==> config.mk <==
export PLATFORM = sky130hd
export DESIGN_NAME = if_fetch_stage
export DESIGN_NICKNAME = d
export VERILOG_FILES = /design/src/rtl/if_fetch_stage.sv
export SDC_FILE = /design/constraint.sdc
export NUM_CORES = 1
export LEC_CHECK = 0
export CAP_MARGIN = 40
export CORE_MARGIN = 2
export CORE_UTILIZATION = 46
export CTS_CLUSTER_SIZE = 30
export DETAILED_ROUTE_END_ITERATION = 16
export PLACE_DENSITY = 0.91
export SLEW_MARGIN = 40
export SYNTH_ARGS = -nofsm -noshare
export SYNTH_HDL_FRONTEND = slang
export SYNTH_SLANG_ARGS = --single-unit
==> constraint.sdc <==
create_clock -name clk -period 4.45 [get_ports clk]
set_clock_uncertainty 0.2 [all_clocks]
set_input_delay 0.89 -clock clk [delete_from_list [all_inputs] [get_ports clk]]
set_output_delay 0.89 -clock clk [all_outputs]
set_load 0.1 [all_outputs]
==> src/rtl/if_fetch_stage.sv <==
// if_fetch_stage: instruction fetch stage of the RV32I pipeline.
// Owns the PC, keeps at most one instruction-memory request in flight,
// buffers the returned word and presents {pc, pc+4, instr} to IF/ID,
// substituting a NOP bubble whenever no instruction is ready.
// EX redirects override the sequential PC and cancel in-flight fetches.
//
// Optional feature macro: IF_FETCH_PERF_EN
//   When defined, adds perf_fetched / perf_discarded event counters.
//
// Handshake semantics: a request transfers on a rising clk edge where
// imem_req_valid and imem_req_ready are both high; once raised,
// imem_req_valid/imem_req_addr stay stable until accepted unless a
// redirect cancels the request. imem_resp_valid is a one-cycle strobe
// (no back-pressure) arriving at least one cycle after acceptance.
module if_fetch_stage #(
    parameter logic [31:0] RESET_PC  = 32'h0000_0000,
    parameter logic [31:0] NOP_INSTR = 32'h0000_0013
) (
    input  logic        clk,
    input  logic        rstn,
    output logic        imem_req_valid,
    input  logic        imem_req_ready,
    output logic [31:0] imem_req_addr,
    input  logic        imem_resp_valid,
    input  logic [31:0] imem_resp_data,
    input  logic        redirect_valid,
    input  logic [31:0] redirect_pc,
    input  logic        if_stall,
    output logic [31:0] if_pc,
    output logic [31:0] if_pc_p4,
    output logic [31:0] if_instr,
    output logic        if_valid,
    output logic [1:0]  o_dbg_state
`ifdef IF_FETCH_PERF_EN
    ,
    output logic [31:0] perf_fetched,
    output logic [31:0] perf_discarded
`endif
);

    // REQ: request pending; WAIT: request accepted, awaiting word;
    // HOLD: word buffered and presented; DISCARD: awaiting a stale word.
    typedef enum logic [1:0] {
        ST_REQ     = 2'd0,
        ST_WAIT    = 2'd1,
        ST_HOLD    = 2'd2,
        ST_DISCARD = 2'd3
    } state_t;

    state_t      r_state;
    state_t      w_state_nxt;
    logic [31:0] r_pc;
    logic [31:0] w_pc_nxt;
    logic [31:0] r_hold_instr;
    logic [31:0] w_hold_nxt;
    logic [31:0] w_pc_seq;
    logic [31:0] w_redirect_pc;
    logic        w_consume;
    logic        w_discard;
    logic        w_req_valid;
    logic        w_unused_redirect_lsbs;

    // Sequential successor wraps modulo 2^32; redirect targets are forced
    // onto a word boundary so the fetch address is always aligned.
    assign w_pc_seq               = r_pc + 32'd4;
    assign w_redirect_pc          = {redirect_pc[31:2], 2'b00};
    assign w_unused_redirect_lsbs = ^redirect_pc[1:0];

    // A request is offered in REQ, or in HOLD when the buffered word is
    // consumed this cycle (so the next fetch overlaps the hand-off). A
    // redirect always suppresses the request, and reset holds it low.
    assign w_req_valid = rstn && !redirect_valid &&
                         ((r_state == ST_REQ) ||
                          ((r_state == ST_HOLD) && !if_stall));

    assign imem_req_valid = w_req_valid;
    // In HOLD the request is for the instruction after the one presented.
    assign imem_req_addr  = (r_state == ST_HOLD) ? w_pc_seq : r_pc;

    // Next-state, next-PC and buffer-load decode; redirect wins everywhere.
    always_comb begin
        w_state_nxt = r_state;
        w_pc_nxt    = r_pc;
        w_hold_nxt  = r_hold_instr;
        w_consume   = 1'b0;
        w_discard   = 1'b0;
        case (r_state)
            ST_REQ: begin
                if (redirect_valid) begin
                    w_pc_nxt = w_redirect_pc;
                end else if (imem_req_ready) begin
                    w_state_nxt = ST_WAIT;
                end
            end
            ST_WAIT: begin
                if (redirect_valid) begin
                    w_pc_nxt = w_redirect_pc;
                    if (imem_resp_valid) begin
                        // The outstanding word arrives now: drop it and
                        // the target can be requested immediately.
                        w_discard   = 1'b1;
                        w_state_nxt = ST_REQ;
                    end else begin
                        w_state_nxt = ST_DISCARD;
                    end
                end else if (imem_resp_valid) begin
                    w_hold_nxt  = imem_resp_data;
                    w_state_nxt = ST_HOLD;
                end
            end
            ST_HOLD: begin
                if (redirect_valid) begin
                    w_pc_nxt    = w_redirect_pc;
                    w_state_nxt = ST_REQ;
                end else if (!if_stall) begin
                    w_consume   = 1'b1;
                    w_pc_nxt    = w_pc_seq;
                    w_state_nxt = imem_req_ready ? ST_WAIT : ST_REQ;
                end
            end
            ST_DISCARD: begin
                if (redirect_valid) begin
                    w_pc_nxt = w_redirect_pc;
                end
                // Only one request is ever outstanding, so the first word
                // seen here is the stale one; leaving on it avoids waiting
                // for a response that will never come.
                if (imem_resp_valid) begin
                    w_discard   = 1'b1;
                    w_state_nxt = ST_REQ;
                end
            end
            default: begin
                w_state_nxt = ST_REQ;
            end
        endcase
    end

    // State, PC and instruction buffer registers with synchronous reset.
    always_ff @(posedge clk) begin
        if (!rstn) begin
            r_state      <= ST_REQ;
            r_pc         <= {RESET_PC[31:2], 2'b00};
            r_hold_instr <= NOP_INSTR;
        end else begin
            r_state      <= w_state_nxt;
            r_pc         <= w_pc_nxt;
            r_hold_instr <= w_hold_nxt;
        end
    end

    // IF/ID triple is decoded from state only; bubble outside HOLD.
    always_comb begin
        if_valid = 1'b0;
        if_instr = NOP_INSTR;
        if_pc    = 32'd0;
        if_pc_p4 = 32'd0;
        if (r_state == ST_HOLD) begin
            if_valid = 1'b1;
            if_instr = r_hold_instr;
            if_pc    = r_pc;
            if_pc_p4 = w_pc_seq;
        end
    end

    assign o_dbg_state = r_state;

`ifdef IF_FETCH_PERF_EN
    logic [31:0] r_perf_fetched;
    logic [31:0] r_perf_discarded;

    // Event counters: consumed instructions and redirect-dropped responses.
    always_ff @(posedge clk) begin
        if (!rstn) begin
            r_perf_fetched   <= 32'd0;
            r_perf_discarded <= 32'd0;
        end else begin
            if (w_consume) begin
                r_perf_fetched <= r_perf_fetched + 32'd1;
            end
            if (w_discard) begin
                r_perf_discarded <= r_perf_discarded + 32'd1;
            end
        end
    end

    assign perf_fetched   = r_perf_fetched;
    assign perf_discarded = r_perf_discarded;
`endif

endmodule
==> results.md <==
- Status: finished, final reports clean
- Root buffer cell: clkbuf_8
- Crit path DAT: about 3.0 ns
- Final Max Slew Viols: 0
- Clock latency on the worst-skew pair: 0.35 ns
- Vias/cell: 5.77
- Layout cells sized above 1: 0.237
- Leakage: 2.83 nW
- Dpl hpwl: 12100 um
- RR Endpoint: r_pc[28]$_SDFFE_PN0P_
- Die Y: around 100 um
- Final period util: 0.914
- Power Dens Cells: 223 nW/um^2
- Final Hold Vio Count: 0
- Slew @ Worst Pin: slightly below 0.7 ns
- CTS max path bufs: 2
- Largest net degree at the start of global routing: 51
- Hold Path Sink: r_hold_instr[13]$_SDFFE_PN0P_
- Final Setup Violations: 0
- Initial DRC Count: 296
- Slew headroom: 0.546
- Ant diodes: 0
- WL/cell: 17.6 um
- Unrepaired setup endpoints after global routing: false
- Reg2reg path depth: 5
- Worst endpoint required time: 3.36 ns
- Clock transition at the registers of the reported paths: ~0.08 ns
- Die footprint: ~11000 um^2
- CP Max Fanout: 29
- Syn Area/Cell: 7.10 um^2
- Multi-input logic area: 3080 um^2
- Post-synthesis sequential area ratio: 0.282
- Fill count: 591
- Final nets: 854
- H-Tree Depth: 3
- Highest Clock Rate: 246 MHz
- Synth Flop Type: dfxtp_1
- Initial antenna violation count: 0
- Area growth, synth to finish: 69.4%
- Asr flop ratio synth: 0
- Final Total Pwr: 1.72 mW
- Final wirelength: 16200 um
- Critical path endpoint category: primary output
- Initial core utilization: 0.469
- CP Class: reg -> out
- CTS tree: done
- Synth Instances: 639
- RR Startpoint: r_pc[2]$_SDFFE_PN0P_
- Synth Cell Area: 4540 um^2
- Post-synth EDFFs: 0
- Yosys warning count: 0
- TritonRoute pass-1 iters: 5
- Vias in the first global route: slightly above 5000
- Worst hold path class: reg -> reg
- Gr ovfl total: 0
- Vias post-DR: 5304
- Gr usage total: 0.301
- R2R Setup Slk: 1.74 ns
- I/O Buffers: between 150 and 200
- Die W: just over 100 um
- Min Tclk post-route: 4.07 ns
- Peak VDD IR: slightly below 200 uV
- GP Congestion: between 0.8 and 0.9
- Max-cap violations: 0
- Post-CTS sizing: 0
- Flip-flop and latch area: 1280 um^2
- # hold bufs at CTS: 0
- Number of buffers created by CTS: 9
- ANT nets after route: 0
- Worst setup SP type: register
- Core Box Area: 9680 um^2
- Synth Register Bits: 64
- Count of unique library cells instantiated by Yosys: 48
- Core Rows: 36
- Global-route wire length before repair: 25400 um
- Worst Hold Launch: r_hold_instr[13]$_SDFFE_PN0P_
- Setup bufs post-CTS: 0
- Hold Path Depth: 2
- TNS Setup: 0 ns
- Clk sinks: 64
- DRC errors left: 0
- IO Pins: about 200
## logic make-up (layout without fill, tap and decap cells)
family	Yosys count	after routing	synth area share
AO/OA/AOI/OAI	129	129	0.165
adder cells (fa/ha/maj)	3	3	0.00827
AND/OR/NAND/NOR	307	307	0.361
other	1	6	0.000826
buffers and inverters	83	225	0.0805
XOR/XNOR	50	50	0.0965
multiplexers	2	2	0.00496
flip-flops	64	64	0.282
## synthesized netlist by cell type (2+ instances only)
cell	number	area share
inv_1	6	0.0050
and4_1	6	0.012
o31ai_1	11	0.018
mux2_2	2	0.0050
nand2b_1	6	0.0083
nor4_1	9	0.012
a31oi_1	11	0.015
or3_1	15	0.021
a21oi_1	52	0.057
nor4b_1	2	0.0039
dfxtp_1	64	0.28
buf_1	2	0.0017
o21ai_0	38	0.042
ha_1	3	0.0083
a311oi_1	8	0.015
nor3b_1	2	0.0033
nor2b_1	2	0.0028
nand3_1	13	0.014
buf_4	10	0.017
or4_1	11	0.018
o21a_1	2	0.0033
and3_1	8	0.011
nor3_1	19	0.021
and2_1	60	0.083
buf_2	6	0.0066
nand2_1	93	0.077
clkbuf_1	56	0.046
xor2_1	30	0.058
nor2_1	38	0.031
o2111a_1	2	0.0050
nand4_1	15	0.021
xnor2_1	20	0.039
nand4bb_1	2	0.0050
## critical path: stages (launching register included)
cell     delay [ns]
dfxtp_1        0.45
ha_1           0.35
nand3_4        0.18
or4_4          0.74
nor4_1         0.50
xor2_2         0.22
buf_12         0.20
## report_power, final
group	switching (mW)	leakage [nW]	internal [mW]
logic	0.307	2.20	0.175
registers	0.0559	0.524	0.597
clock network	0.260	0.110	0.321
## layout by cell type (no fill, tap or decap), types with 3 or more instances in the layout
| cell type | n |
|---|---|
| buf_12 | 98 |
| nand2_1 | 92 |
| clkdlybuf4s50_1 | 67 |
| dfxtp_1 | 64 |
| and2_1 | 59 |
| a21oi_1 | 52 |
| nor2_1 | 38 |
| o21ai_0 | 38 |
| buf_4 | 35 |
| nor3_1 | 19 |
| xor2_2 | 17 |
| nand4_1 | 15 |
| or3_1 | 15 |
| xnor2_1 | 15 |
| nand3_1 | 13 |
| xor2_1 | 13 |
| o31ai_1 | 11 |
| or4_1 | 11 |
| a31oi_1 | 11 |
| nor4_1 | 9 |
| clkbuf_8 | 9 |
| and3_1 | 8 |
| a311oi_1 | 8 |
| and4_1 | 6 |
| conb_1 | 6 |
| inv_1 | 5 |
| nand2b_1 | 5 |
| xnor2_2 | 5 |
| ha_1 | 3 |
## layout make-up
| cell class | count | share of cell area |
|---|---|---|
| clock inverter | 7 | 0.0133 |
| inverter | 7 | 0.00342 |
| tap | 133 | 0.0216 |
| timing repair buffer | 202 | 0.378 |
| sequential | 64 | 0.167 |
| clock buffer | 9 | 0.0161 |
| multi-input combinational | 497 | 0.401 |
## per-stage QoR
step | setup WS, ns | std cells | util | cell area (um^2) | hold slack (ns)
4_1_cts | 0.398 | 919 | 0.794 | 7690 | 0.253
5_1_grt | 0.249 | 919 | 0.794 | 7690 | 0.271
3_3_place_gp | 0.882 | 903 | 0.771 | 7470 | 0.237
2_1_floorplan | 0.0171 | 644 | - | 4720 | 0.232
6_report | 0.381 | 919 | 0.794 | 7690 | 0.256
3_5_place_dp | 0.783 | 903 | 0.770 | 7460 | 0.242
## flip-flops by register name (all words and copies together) (netlist names)
| signal | cells |
|---|---|
| o_dbg_state | 2 |
| r_hold_instr | 32 |
| r_pc | 30 |
## layer usage
| layer | global-route usage | part of all wire | vias to the layer above |
|---|---|---|---|
| li1 | - | - | 2454 |
| met1 | 0.346 | 0.35 | 2465 |
| met2 | 0.513 | 0.50 | 325 |
| met3 | 0.0853 | 0.11 | 60 |
| met4 | 0.153 | 0.041 | 0 |
| met5 | 0 | 0 | - |
## how the worst max path moves through the flow
stage / from / end / slack (ns) / depth (start not counted)
floorplan: o_dbg_state[1]$_SDFFE_PN0P_ / imem_req_addr[14] / 0.02 / 6
global placement: r_pc[2]$_SDFFE_PN0P_ / imem_req_addr[28] / 0.88 / 6
detailed placement: r_pc[3]$_SDFFE_PN0P_ / imem_req_addr[28] / 0.78 / 6
CTS: r_pc[3]$_SDFFE_PN0P_ / imem_req_addr[28] / 0.40 / 6
global route: r_pc[2]$_SDFFE_PN0P_ / if_pc_p4[22] / 0.25 / 6
finish: r_pc[2]$_SDFFE_PN0P_ / imem_req_addr[28] / 0.38 / 6
Power figures use the tool's default switching activity.
